File: src/rtl/csi_rx_dly_cal.sv
// Per-lane IDELAYE2 tap sweep/centre calibration for a CSI-2 HS data lane.
// Optional: CSI_RX_DLY_CAL_ROTATE_EN enables rotation-tolerant pattern match.
module csi_rx_dly_cal #(
  parameter logic [7:0] PATTERN     = 8'hB8,
  parameter int         SAMPLE_LEN  = 256,
  parameter int         SETTLE_CYC  = 8,
  parameter int         MIN_WIN     = 4,
  parameter logic [4:0] DEFAULT_TAP = 5'd3
) (
  input  logic       byte_clock,
  input  logic       reset_n,
  input  logic       cal_start,
  input  logic [7:0] deser_out,
  input  logic       deser_valid,
  output logic       dly_ld,
  output logic [4:0] dly_cntvalue,
  output logic       cal_busy,
  output logic       cal_done,
  output logic       cal_fail,
  output logic [4:0] win_start,
  output logic [5:0] win_len
);

  typedef enum logic [2:0] {
    IDLE, LOAD, SETTLE, SAMPLE, EVAL, APPLY, DONE
  } state_t;

  localparam logic [15:0] SAMP_LAST   = 16'(SAMPLE_LEN - 1);
  localparam logic [7:0]  SETTLE_LAST = 8'(SETTLE_CYC - 1);
  localparam logic [5:0]  MIN_WIN_L   = 6'(MIN_WIN);

  state_t      state_q;
  state_t      state_d;
  logic [4:0]  tap_q;
  logic [7:0]  settle_q;
  logic [15:0] samp_q;
  logic [15:0] mis_q;
  logic [4:0]  run_start_q;
  logic [5:0]  run_len_q;
  logic [4:0]  best_start_q;
  logic [5:0]  best_len_q;
  logic [4:0]  cnt_q;

  logic        byte_bad;
  logic        samp_done;
  logic        settle_done;
  logic        tap_good;
  logic [5:0]  run_len_nx;
  logic [4:0]  run_start_nx;
  logic        best_upd;
  logic        win_ok;
  logic [5:0]  half_len;
  logic [4:0]  apply_tap;

`ifdef CSI_RX_DLY_CAL_ROTATE_EN
  logic [2:0] rot_q;
  logic [2:0] rot_sel;
  logic       rot_hit;

  function automatic logic [7:0] rotl(input logic [2:0] r);
    logic [15:0] d;
    d = {PATTERN, PATTERN} >> (4'd8 - {1'b0, r});
    return d[7:0];
  endfunction

  // Descending scan so the lowest matching rotation wins.
  always_comb begin
    rot_hit = 1'b0;
    rot_sel = 3'd0;
    for (int r = 7; r >= 0; r--) begin
      if (deser_out == rotl(3'(r))) begin
        rot_hit = 1'b1;
        rot_sel = 3'(r);
      end
    end
  end

  always_comb begin
    byte_bad = 1'b0;
    if (samp_q == 16'd0) byte_bad = !rot_hit;
    else                 byte_bad = deser_out != rotl(rot_q);
  end

  always_ff @(posedge byte_clock or negedge reset_n) begin
    if (!reset_n) begin
      rot_q <= 3'd0;
    end else if (state_q == SAMPLE && deser_valid
                 && samp_q == 16'd0) begin
      rot_q <= rot_sel;
    end
  end
`else
  always_comb begin
    byte_bad = deser_out != PATTERN;
  end
`endif

  assign samp_done    = deser_valid && (samp_q == SAMP_LAST);
  assign settle_done  = settle_q == SETTLE_LAST;
  assign tap_good     = mis_q == 16'd0;
  assign run_len_nx   = tap_good ? run_len_q + 6'd1 : 6'd0;
  assign run_start_nx = (tap_good && run_len_q == 6'd0)
                        ? tap_q : run_start_q;
  assign best_upd     = run_len_nx > best_len_q;
  assign win_ok       = best_len_q >= MIN_WIN_L;
  assign half_len     = (best_len_q - 6'd1) >> 1;
  assign apply_tap    = win_ok ? best_start_q + half_len[4:0]
                               : DEFAULT_TAP;

  assign dly_ld = (state_q == LOAD) || (state_q == APPLY);

  // Present the new tap in the same cycle as LD.
  always_comb begin
    dly_cntvalue = cnt_q;
    unique case (1'b1)
      state_q == LOAD:  dly_cntvalue = tap_q;
      state_q == APPLY: dly_cntvalue = apply_tap;
      default: ;
    endcase
  end

  always_ff @(posedge byte_clock or negedge reset_n) begin
    if (!reset_n) state_q <= IDLE;
    else          state_q <= state_d;
  end

  always_comb begin
    state_d = state_q;
    unique case (state_q)
      IDLE:   if (cal_start) state_d = LOAD;
      LOAD:   state_d = SETTLE;
      SETTLE: if (settle_done) state_d = SAMPLE;
      SAMPLE: if (samp_done) state_d = EVAL;
      EVAL:   state_d = (tap_q == 5'd31) ? APPLY : LOAD;
      APPLY:  state_d = DONE;
      DONE:   if (cal_start) state_d = LOAD;
      default: state_d = IDLE;
    endcase
  end

  always_ff @(posedge byte_clock or negedge reset_n) begin
    if (!reset_n) begin
      tap_q        <= 5'd0;
      settle_q     <= 8'd0;
      samp_q       <= 16'd0;
      mis_q        <= 16'd0;
      run_start_q  <= 5'd0;
      run_len_q    <= 6'd0;
      best_start_q <= 5'd0;
      best_len_q   <= 6'd0;
      cnt_q        <= DEFAULT_TAP;
      cal_busy     <= 1'b0;
      cal_done     <= 1'b0;
      cal_fail     <= 1'b0;
      win_start    <= 5'd0;
      win_len      <= 6'd0;
    end else begin
      unique case (state_q)
        IDLE, DONE: begin
          if (cal_start) begin
            tap_q        <= 5'd0;
            settle_q     <= 8'd0;
            samp_q       <= 16'd0;
            mis_q        <= 16'd0;
            run_start_q  <= 5'd0;
            run_len_q    <= 6'd0;
            best_start_q <= 5'd0;
            best_len_q   <= 6'd0;
            cal_busy     <= 1'b1;
            cal_done     <= 1'b0;
            cal_fail     <= 1'b0;
          end
        end
        LOAD: begin
          cnt_q    <= tap_q;
          settle_q <= 8'd0;
        end
        SETTLE: begin
          settle_q <= settle_q + 8'd1;
        end
        SAMPLE: begin
          if (deser_valid) begin
            samp_q <= samp_q + 16'd1;
            if (byte_bad && mis_q != 16'hFFFF)
              mis_q <= mis_q + 16'd1;
          end
        end
        EVAL: begin
          run_len_q   <= run_len_nx;
          run_start_q <= run_start_nx;
          if (best_upd) begin
            best_start_q <= run_start_nx;
            best_len_q   <= run_len_nx;
          end
          if (tap_q != 5'd31) begin
            tap_q  <= tap_q + 5'd1;
            samp_q <= 16'd0;
            mis_q  <= 16'd0;
          end
        end
        APPLY: begin
          cnt_q     <= apply_tap;
          cal_fail  <= !win_ok;
          win_start <= best_start_q;
          win_len   <= best_len_q;
          cal_busy  <= 1'b0;
          cal_done  <= 1'b1;
        end
        default: ;
      endcase
    end
  end

endmodule
File: config.mk
export PLATFORM = sky130hd
export DESIGN_NAME = csi_rx_dly_cal
export DESIGN_NICKNAME = d
export VERILOG_FILES = /design/src/rtl/csi_rx_dly_cal.sv
export SDC_FILE = /design/constraint.sdc
export NUM_CORES = 1
export LEC_CHECK = 0
export BUFFER_PORTS_ARGS = -buffer_cell sky130_fd_sc_hd__buf_2
export CAP_MARGIN = 25
export CORE_MARGIN = 3
export CORE_UTILIZATION = 61
export DETAILED_ROUTE_END_ITERATION = 7
export GPL_TIMING_DRIVEN = 0
export PLACE_DENSITY = 0.83
export SLEW_MARGIN = 20
export SYNTH_ARGS = -nofsm -noshare
export SYNTH_HDL_FRONTEND = slang
export SYNTH_SLANG_ARGS = --single-unit
File: constraint.sdc
create_clock -name byte_clock -period 3.6 [get_ports byte_clock]
set_clock_uncertainty 0.15 [all_clocks]
set_input_delay 0.18 -clock byte_clock [delete_from_list [all_inputs] [get_ports byte_clock]]
set_output_delay 0.18 -clock byte_clock [all_outputs]
set_load 0.1 [all_outputs]
==> results of run 1 <==
==> state kept, by name, summed over array words and instances, names as in the netlist <==
name / cells
run_start_q: 5
cnt_q: 5
samp_q: 16
win_start: 5
tap_q: 5
win_len: 6
cal_done: 1
cal_fail: 1
mis_q: 16
best_len_q: 6
settle_q: 8
best_start_q: 5
run_len_q: 6
cal_busy: 1
state_q: 3
==> area by class of cell <==
type | count | area [um2] | area share
flip-flops and latches | 89 | 2230 | 0.410
repair buffers | 36 | 219 | 0.0403
inverters | 22 | 82.6 | 0.0152
plain buffers | 16 | 87.6 | 0.0161
well taps | 99 | 124 | 0.0228
clock inverters | 5 | 105 | 0.0193
clock buffers | 11 | 131 | 0.0242
multi-input cells | 379 | 2460 | 0.452
==> per-stage QoR <==
step / area (um2) / setup TNS (ns) / setup WS [ns] / power (mW)
6_report: 5440 / 0 / 0.0456 / 3.76
5_1_grt: 5440 / -0.131 / -0.131 / 3.96
4_1_cts: 5400 / 0 / 0.0191 / 3.74
3_5_place_dp: 5140 / 0 / 0.207 / 2.91
3_3_place_gp: 5110 / 0 / 0.272 / 2.84
2_1_floorplan: 4830 / -0.108 / -0.108 / 2.54
==> cells by family after synthesis <==
family,after synthesis
simple gates,215
compound gates,90
flops,89
buf+inv,38
xor+xnor,37
fa+ha+maj,22
mux,15
==> worst paths after layout <==
check | from | end | slack [ns] | cells after the start
max | best_len_q[1] | dly_cntvalue[4] | 0.05 | 12
min | cal_start | state_q[1] | 0.18 | 4
max reg2reg | mis_q[0] | best_len_q[4] | 0.37 | 12
min reg2reg | cnt_q[1] | cnt_q[1] | 0.33 | 2
max in group asynchronous | reset_n | cnt_q[0] | 2.34 | 3
min in group asynchronous | reset_n | settle_q[3] | 0.26 | 2
==> per-layer routing <==
metal | vias to the layer above | share of wire | wire [um]
met2 | 141 | 0.50 | 5280
met1 | 1861 | 0.42 | 4420
li1 | 1869 | - | -
met4 | 0 | 0.023 | 238
met5 | - | 0 | 0
met3 | 27 | 0.056 | 586
==> timing repair <==
action / 4_1_cts / 5_1_grt
buffers inserted: 1 / 1
hold buffers: 2 / 0
setup endpoints to repair: 1 / 4
pin swaps: 0 / 3
endpoints found under the hold margin: 57 / 0
cloned: 0 / 0
resized for setup: 2 / 4
==> cell usage in the layout (no fill, tap or decap), types with 8 or more instances in the layout <==
cell,count
nor3_1,11
nand3_1,23
xnor2_1,18
mux2_2,8
clkbuf_1,8
a21o_1,9
nand2_1,61
a21oi_1,14
dfrtp_1,87
nor2_1,55
buf_2,33
nand4_1,11
clkbuf_8,9
o21ai_0,32
inv_1,21
ha_1,21
xor2_1,19
nor4_1,8
o21ai_1,8
==> worst max-delay path, cell delays in order (launching register included) <==
cell and delay (ns):
dfrtp_1 0.37, inv_1 0.11, ha_1 0.30, inv_1 0.04
ha_1 0.20, fa_1 0.42, a21o_1 0.19, a21oi_1 0.22
xor2_1 0.31, a2111oi_2 0.07, a41oi_2 0.22, o311ai_2 0.17
buf_6 0.23
==> report_power, final <==
| part | switching (mW) | total (mW) | internal (mW) |
|---|---|---|---|
| registers | 0.111 | 1.25 | 1.14 |
| logic | 1.23 | 1.70 | 0.475 |
| clock network | 0.350 | 0.812 | 0.462 |
==> qor.csv, run 1 <==
metric,value,unit
Via Count,3898,
largest net degree at the start of global routing,59,
Synth area leader,dfrtp_1,
crit-path max FO,5,
"FF+latch count, synth",89,
total die area,9030,um2
WL final,10500,um
first-pass GRT wire length,17200,um
CTS buffer count,9,
Gate Count Post-Synth,506,
worst vdd ir,0.325,mV
Util after Layout,0.726,
Residual DRC,0,
die span in x,95.0,um
Clock Tree Buf Depth,2,
Yosys Warn Count,0,
Post-synth top cells,"dfrtp_1 (87), nand2_1 (61), nor2_1 (55)",
final setup fails,0,
GRT met2 Usage,0.415,
highest clock rate,281,MHz
I/O pin total,32,
Lkg Pwr,2.53,nW
clk_lat worst skew,0.37,ns
area delta synth->final,12.4,%
DP Cell Count,637,
PD cells,692,nW/um2
fin crit period,3.55,ns
Worst EP arrival,3.22,ns
Synth Area in Adders,0.0585,
met3 usage,0.0545,
share of cells above drive strength 1,0.156,
"count leader, synth",dfrtp_1,
combinational family with the most area after synthesis,simple AND/OR/NAND/NOR gates,
Startpoint Class,register,
clock sinks,89,
Initial DRC Count,225,
max-capacitance violation count,0,
Cell Rows,31,
mux share of post-synthesis cell area,0.0339,
GR peak layer,met2,
CP endpoint kind,output pin,
gr ovfl total,0,
First-pass DRT Iterations,5,
met1 usage,0.302,
drt wl/cell,16.0,um
Final Hold Slack,0.184,ns
crit path kind,register to output pin,
post-synthesis compound-gate area fraction,0.117,
antenna-violating nets left,0,
RSZ-0062 raised after global routing,yes,
"Req. time, crit path",3.27,ns
ant diodes,0,
Buffers on Ports,31,
final non-filler cell total,657,
Final Cycle Share,0.987,
Post-synth top flop,dfrtp_1,
H-tree Lvls,3,
cell area after synthesis,4830,um2
core area,7490,um2
Vias/cell,5.93,
vias in the first global route,3784,
Rel. slew slack,0.500,
Post-Synth XOR/XNOR Area,0.0670,
net count of the mapped netlist,540,
Final Wtd Congestion,0.878,
Tightest Pin Transition,0.750,ns
CTS tree,done,
Total GRT Usage,0.244,
Die H,95.0,um
clk root buf,clkbuf_8,
Synth top area share,0.450,
final net count,587,
initial antenna violation count,0,
type of the worst min-delay path,input pin to register,
"EDFF count, synth",0,
ys async rst share,1.00,
Synth area leaders,"dfrtp_1 (45%), ha_1 (5.4%), nand2_1 (4.7%)",
DPL Wire Length,7530,um
run status,"complete, no violations",
clock-pin slew on the worst setup and hold paths,0.09,ns
max-slew violations,0,
fillers,538,
Simple-Gate Fraction of Synth Area,0.227,
Mean Syn Cell Area,9.55,um2
"Seq/Total Area, Yosys",0.461,
"Distinct cells, synth",60,
"Hold Vio Cnt, Final",0,
initial core utilization,0.646,
No activity file was read; power rests on OpenSTA's default activity.
==> run 2: changes to the inputs <==
--- a/config.mk
+++ b/config.mk
@@ -8,10 +8,11 @@
 export BUFFER_PORTS_ARGS = -buffer_cell sky130_fd_sc_hd__buf_2
 export CAP_MARGIN = 25
 export CORE_MARGIN = 3
-export CORE_UTILIZATION = 61
+export CORE_UTILIZATION = 63
+export CTS_BUF_LIST = sky130_fd_sc_hd__clkbuf_4 sky130_fd_sc_hd__clkbuf_8
 export DETAILED_ROUTE_END_ITERATION = 7
 export GPL_TIMING_DRIVEN = 0
-export PLACE_DENSITY = 0.83
+export PLACE_DENSITY = 0.85
 export SLEW_MARGIN = 20
 export SYNTH_ARGS = -nofsm -noshare
 export SYNTH_HDL_FRONTEND = slang
==> run 2 against run 1 <==
  * Non-clock buffer count increased by 1
  * Clock power fell by 15%
  * Critical path type unchanged
  * Combinational power is essentially flat
  * Worst setup slack better by 0.13 ns
==> qor.csv, run 2 (synthesized netlist as in run 1, its figures left out) <==
metric,value,unit,change
drt wl/cell,15.6,um,was 16.0 um
Cell Rows,31,,unchanged
clk root buf,clkbuf_8,,unchanged
Total Power,3.63,mW,was 3.76 mW
ant diodes,0,,unchanged
largest net degree at the start of global routing,47,,was 59
most frequent cells in the layout,"dfrtp_1 (87), nand2_1 (61), nor2_1 (55), buf_2 (33), o21ai_0 (32)",,unchanged
PD cells,672,nW/um2,was 692 nW/um2
Largest regs,"mis_q: 16 flops, samp_q: 16 flops, settle_q: 8 flops",,unchanged
initial core utilization,0.659,,was 0.646
max-slew violations,0,,unchanged
CP cell instances,inv_1 > ha_1 > inv_1 > ha_1 > fa_1 > a21o_1 > a21oi_1 > xor2_1 > a2111oi_2 > a41oi_1 > o311ai_2 > buf_6,,was inv_1 > ha_1 > inv_1 > ha_1 > fa_1 > a21o_1 > a21oi_1 > xor2_1 > a2111oi_2 > a41oi_2 > o311ai_2 > buf_6
Worst EP arrival,3.09,ns,was 3.22 ns
WL final,10200,um,was 10500 um
Min-Delay Path Depth,4,,unchanged
Internal,1.98,mW,was 2.07 mW
DPL Wire Length,7600,um,was 7530 um
final non-filler cell total,658,,was 657
first-pass GRT wire length,17600,um,was 17200 um
First-pass DRT Iterations,5,,unchanged
Comb power frac,0.466,,was 0.452
Final Cycle Share,0.951,,was 0.987
share of cells above drive strength 1,0.159,,was 0.156
Clock Tree Buf Depth,2,,unchanged
total die area,8760,um2,was 9030 um2
"most common cell after layout, fill and taps aside",dfrtp_1,,unchanged
initial antenna violation count,0,,unchanged
H-tree Lvls,3,,unchanged
CP bufs+invs,3,,unchanged
DP Cell Count,637,,unchanged
"Hold Vio Cnt, Final",0,,unchanged
R2R depth,12,,unchanged
Die H,93.6,um,was 95.0 um
max-capacitance violation count,0,,unchanged
Initial DRC Count,231,,was 225
antenna-violating nets left,0,,unchanged
gr ovfl total,0,,unchanged
fin crit period,3.42,ns,was 3.55 ns
clock-pin slew on the worst setup and hold paths,0.08,ns,was 0.09 ns
type of the worst min-delay path,input pin to register,,unchanged
Clock Power Share,0.190,,was 0.216
CP top delay family,compound AO/OA/AOI/OAI gates,,was adder cells
highest clock rate,292,MHz,was 281 MHz
Via Count,3900,,was 3898
Total GRT Usage,0.253,,was 0.244
Rel. slew slack,0.598,,was 0.500
Setup Slack @ Placement,0.266,ns,was 0.207 ns
CP endpoint kind,output pin,,unchanged
Buffers on Ports,31,,unchanged
sw frac,0.454,,was 0.449
final setup fails,0,,unchanged
clk_lat worst skew,0.35,ns,was 0.37 ns
Final Wtd Congestion,0.882,,was 0.878
max incr delay on CP,0.41,ns,was 0.42 ns
slowest cell on the critical path,fa_1,,unchanged
CTS buffer count,9,,unchanged
Lkg Pwr,2.53,nW,about the same
I/O pin total,32,,unchanged
Setup WS post-layout,0.175,ns,was 0.0456 ns
Worst path depth,12,,unchanged
clock sinks,89,,unchanged
Tightest Pin Transition,0.597,ns,was 0.750 ns
Startpoint Class,register,,unchanged
worst vdd ir,0.241,mV,was 0.325 mV
Net Switching,1.65,mW,was 1.69 mW
vias in the first global route,3877,,was 3784
final net count,588,,was 587
Sequential Power Share,0.344,,was 0.332
Residual DRC,0,,unchanged
core area,7330,um2,was 7490 um2
crit-path max FO,4,,was 5
area delta synth->final,11.7,%,was 12.4%
die span in x,93.6,um,was 95.0 um
run status,"complete, no violations",,unchanged
Vias/cell,5.93,,about the same
"Req. time, crit path",3.27,ns,about the same
CTS tree,done,,unchanged
Util after Layout,0.737,,was 0.726
crit path kind,register to output pin,,unchanged
==> run 2: stage by stage <==
step,hold slack (ns),area [um2],TNS (ns)
after floorplan,-0.266,4830,-0.108
after global placement,0.309,5110,0
after detailed placement,0.0779,5140,0
after CTS,0.148,5360,0
after global routing,0.221,5400,-0.0463
final,0.153,5400,0
==> run 2: cell type report <==
class	count	area [um2]
buffer	16	87.6
clock buffer	13	160
clock inverter	3	42.5
fill	517	1930
inverter	22	82.6
multi-input combinational	379	2450
sequential	89	2230
tap	99	124
timing repair buffer	37	226
==> run 2: worst paths after layout <==
kind | start | end | slack (ns)
setup / recovery | best_len_q[0] | dly_cntvalue[4] | 0.18
hold / removal | cal_start | state_q[1] | 0.15
setup reg to reg | mis_q[0] | best_len_q[4] | 0.39
hold reg to reg | win_len[4] | win_len[4] | 0.33
max in group asynchronous | reset_n | cnt_q[0] | 2.39
min in group asynchronous | reset_n | settle_q[7] | 0.22
==> run 2: routing by layer <==
layer  global-route usage  wire (um)  vias to the layer above
met1                0.312       4390                     1887
met2                0.436       5130                      110
met3               0.0507        454                       24
met5                    0          0                        -
met4                0.101        252                        0
li1                     -          -                     1879
==> run 2: worst register-to-register path, stage by stage (launching register included) <==
cell,delay [ns]
dfrtp_1,0.41
inv_1,0.09
ha_1,0.15
nor4b_1,0.33
nand4_1,0.16
buf_4,0.19
nor2_1,0.12
ha_1,0.25
a21o_1,0.16
a211o_1,0.31
o221ai_2,0.24
buf_4,0.22
mux2_1,0.33
==> run 2: power by group through the flow <==
stage	Combinational [mW]	Sequential [mW]	Clock [mW]
floorplan	1.03	1.51	0
global placement	1.58	1.26	0
detailed placement	1.64	1.27	0
CTS	1.65	1.25	0.698
global route	1.83	1.27	0.747
finish	1.69	1.25	0.689
==> run 2: repair_timing <==
action	CTS	global route
buffers inserted	0	3
pin swaps	0	1
resized for setup	1	4
endpoints found under the hold margin	46	0
hold buffers	2	0
setup endpoints to repair	1	4
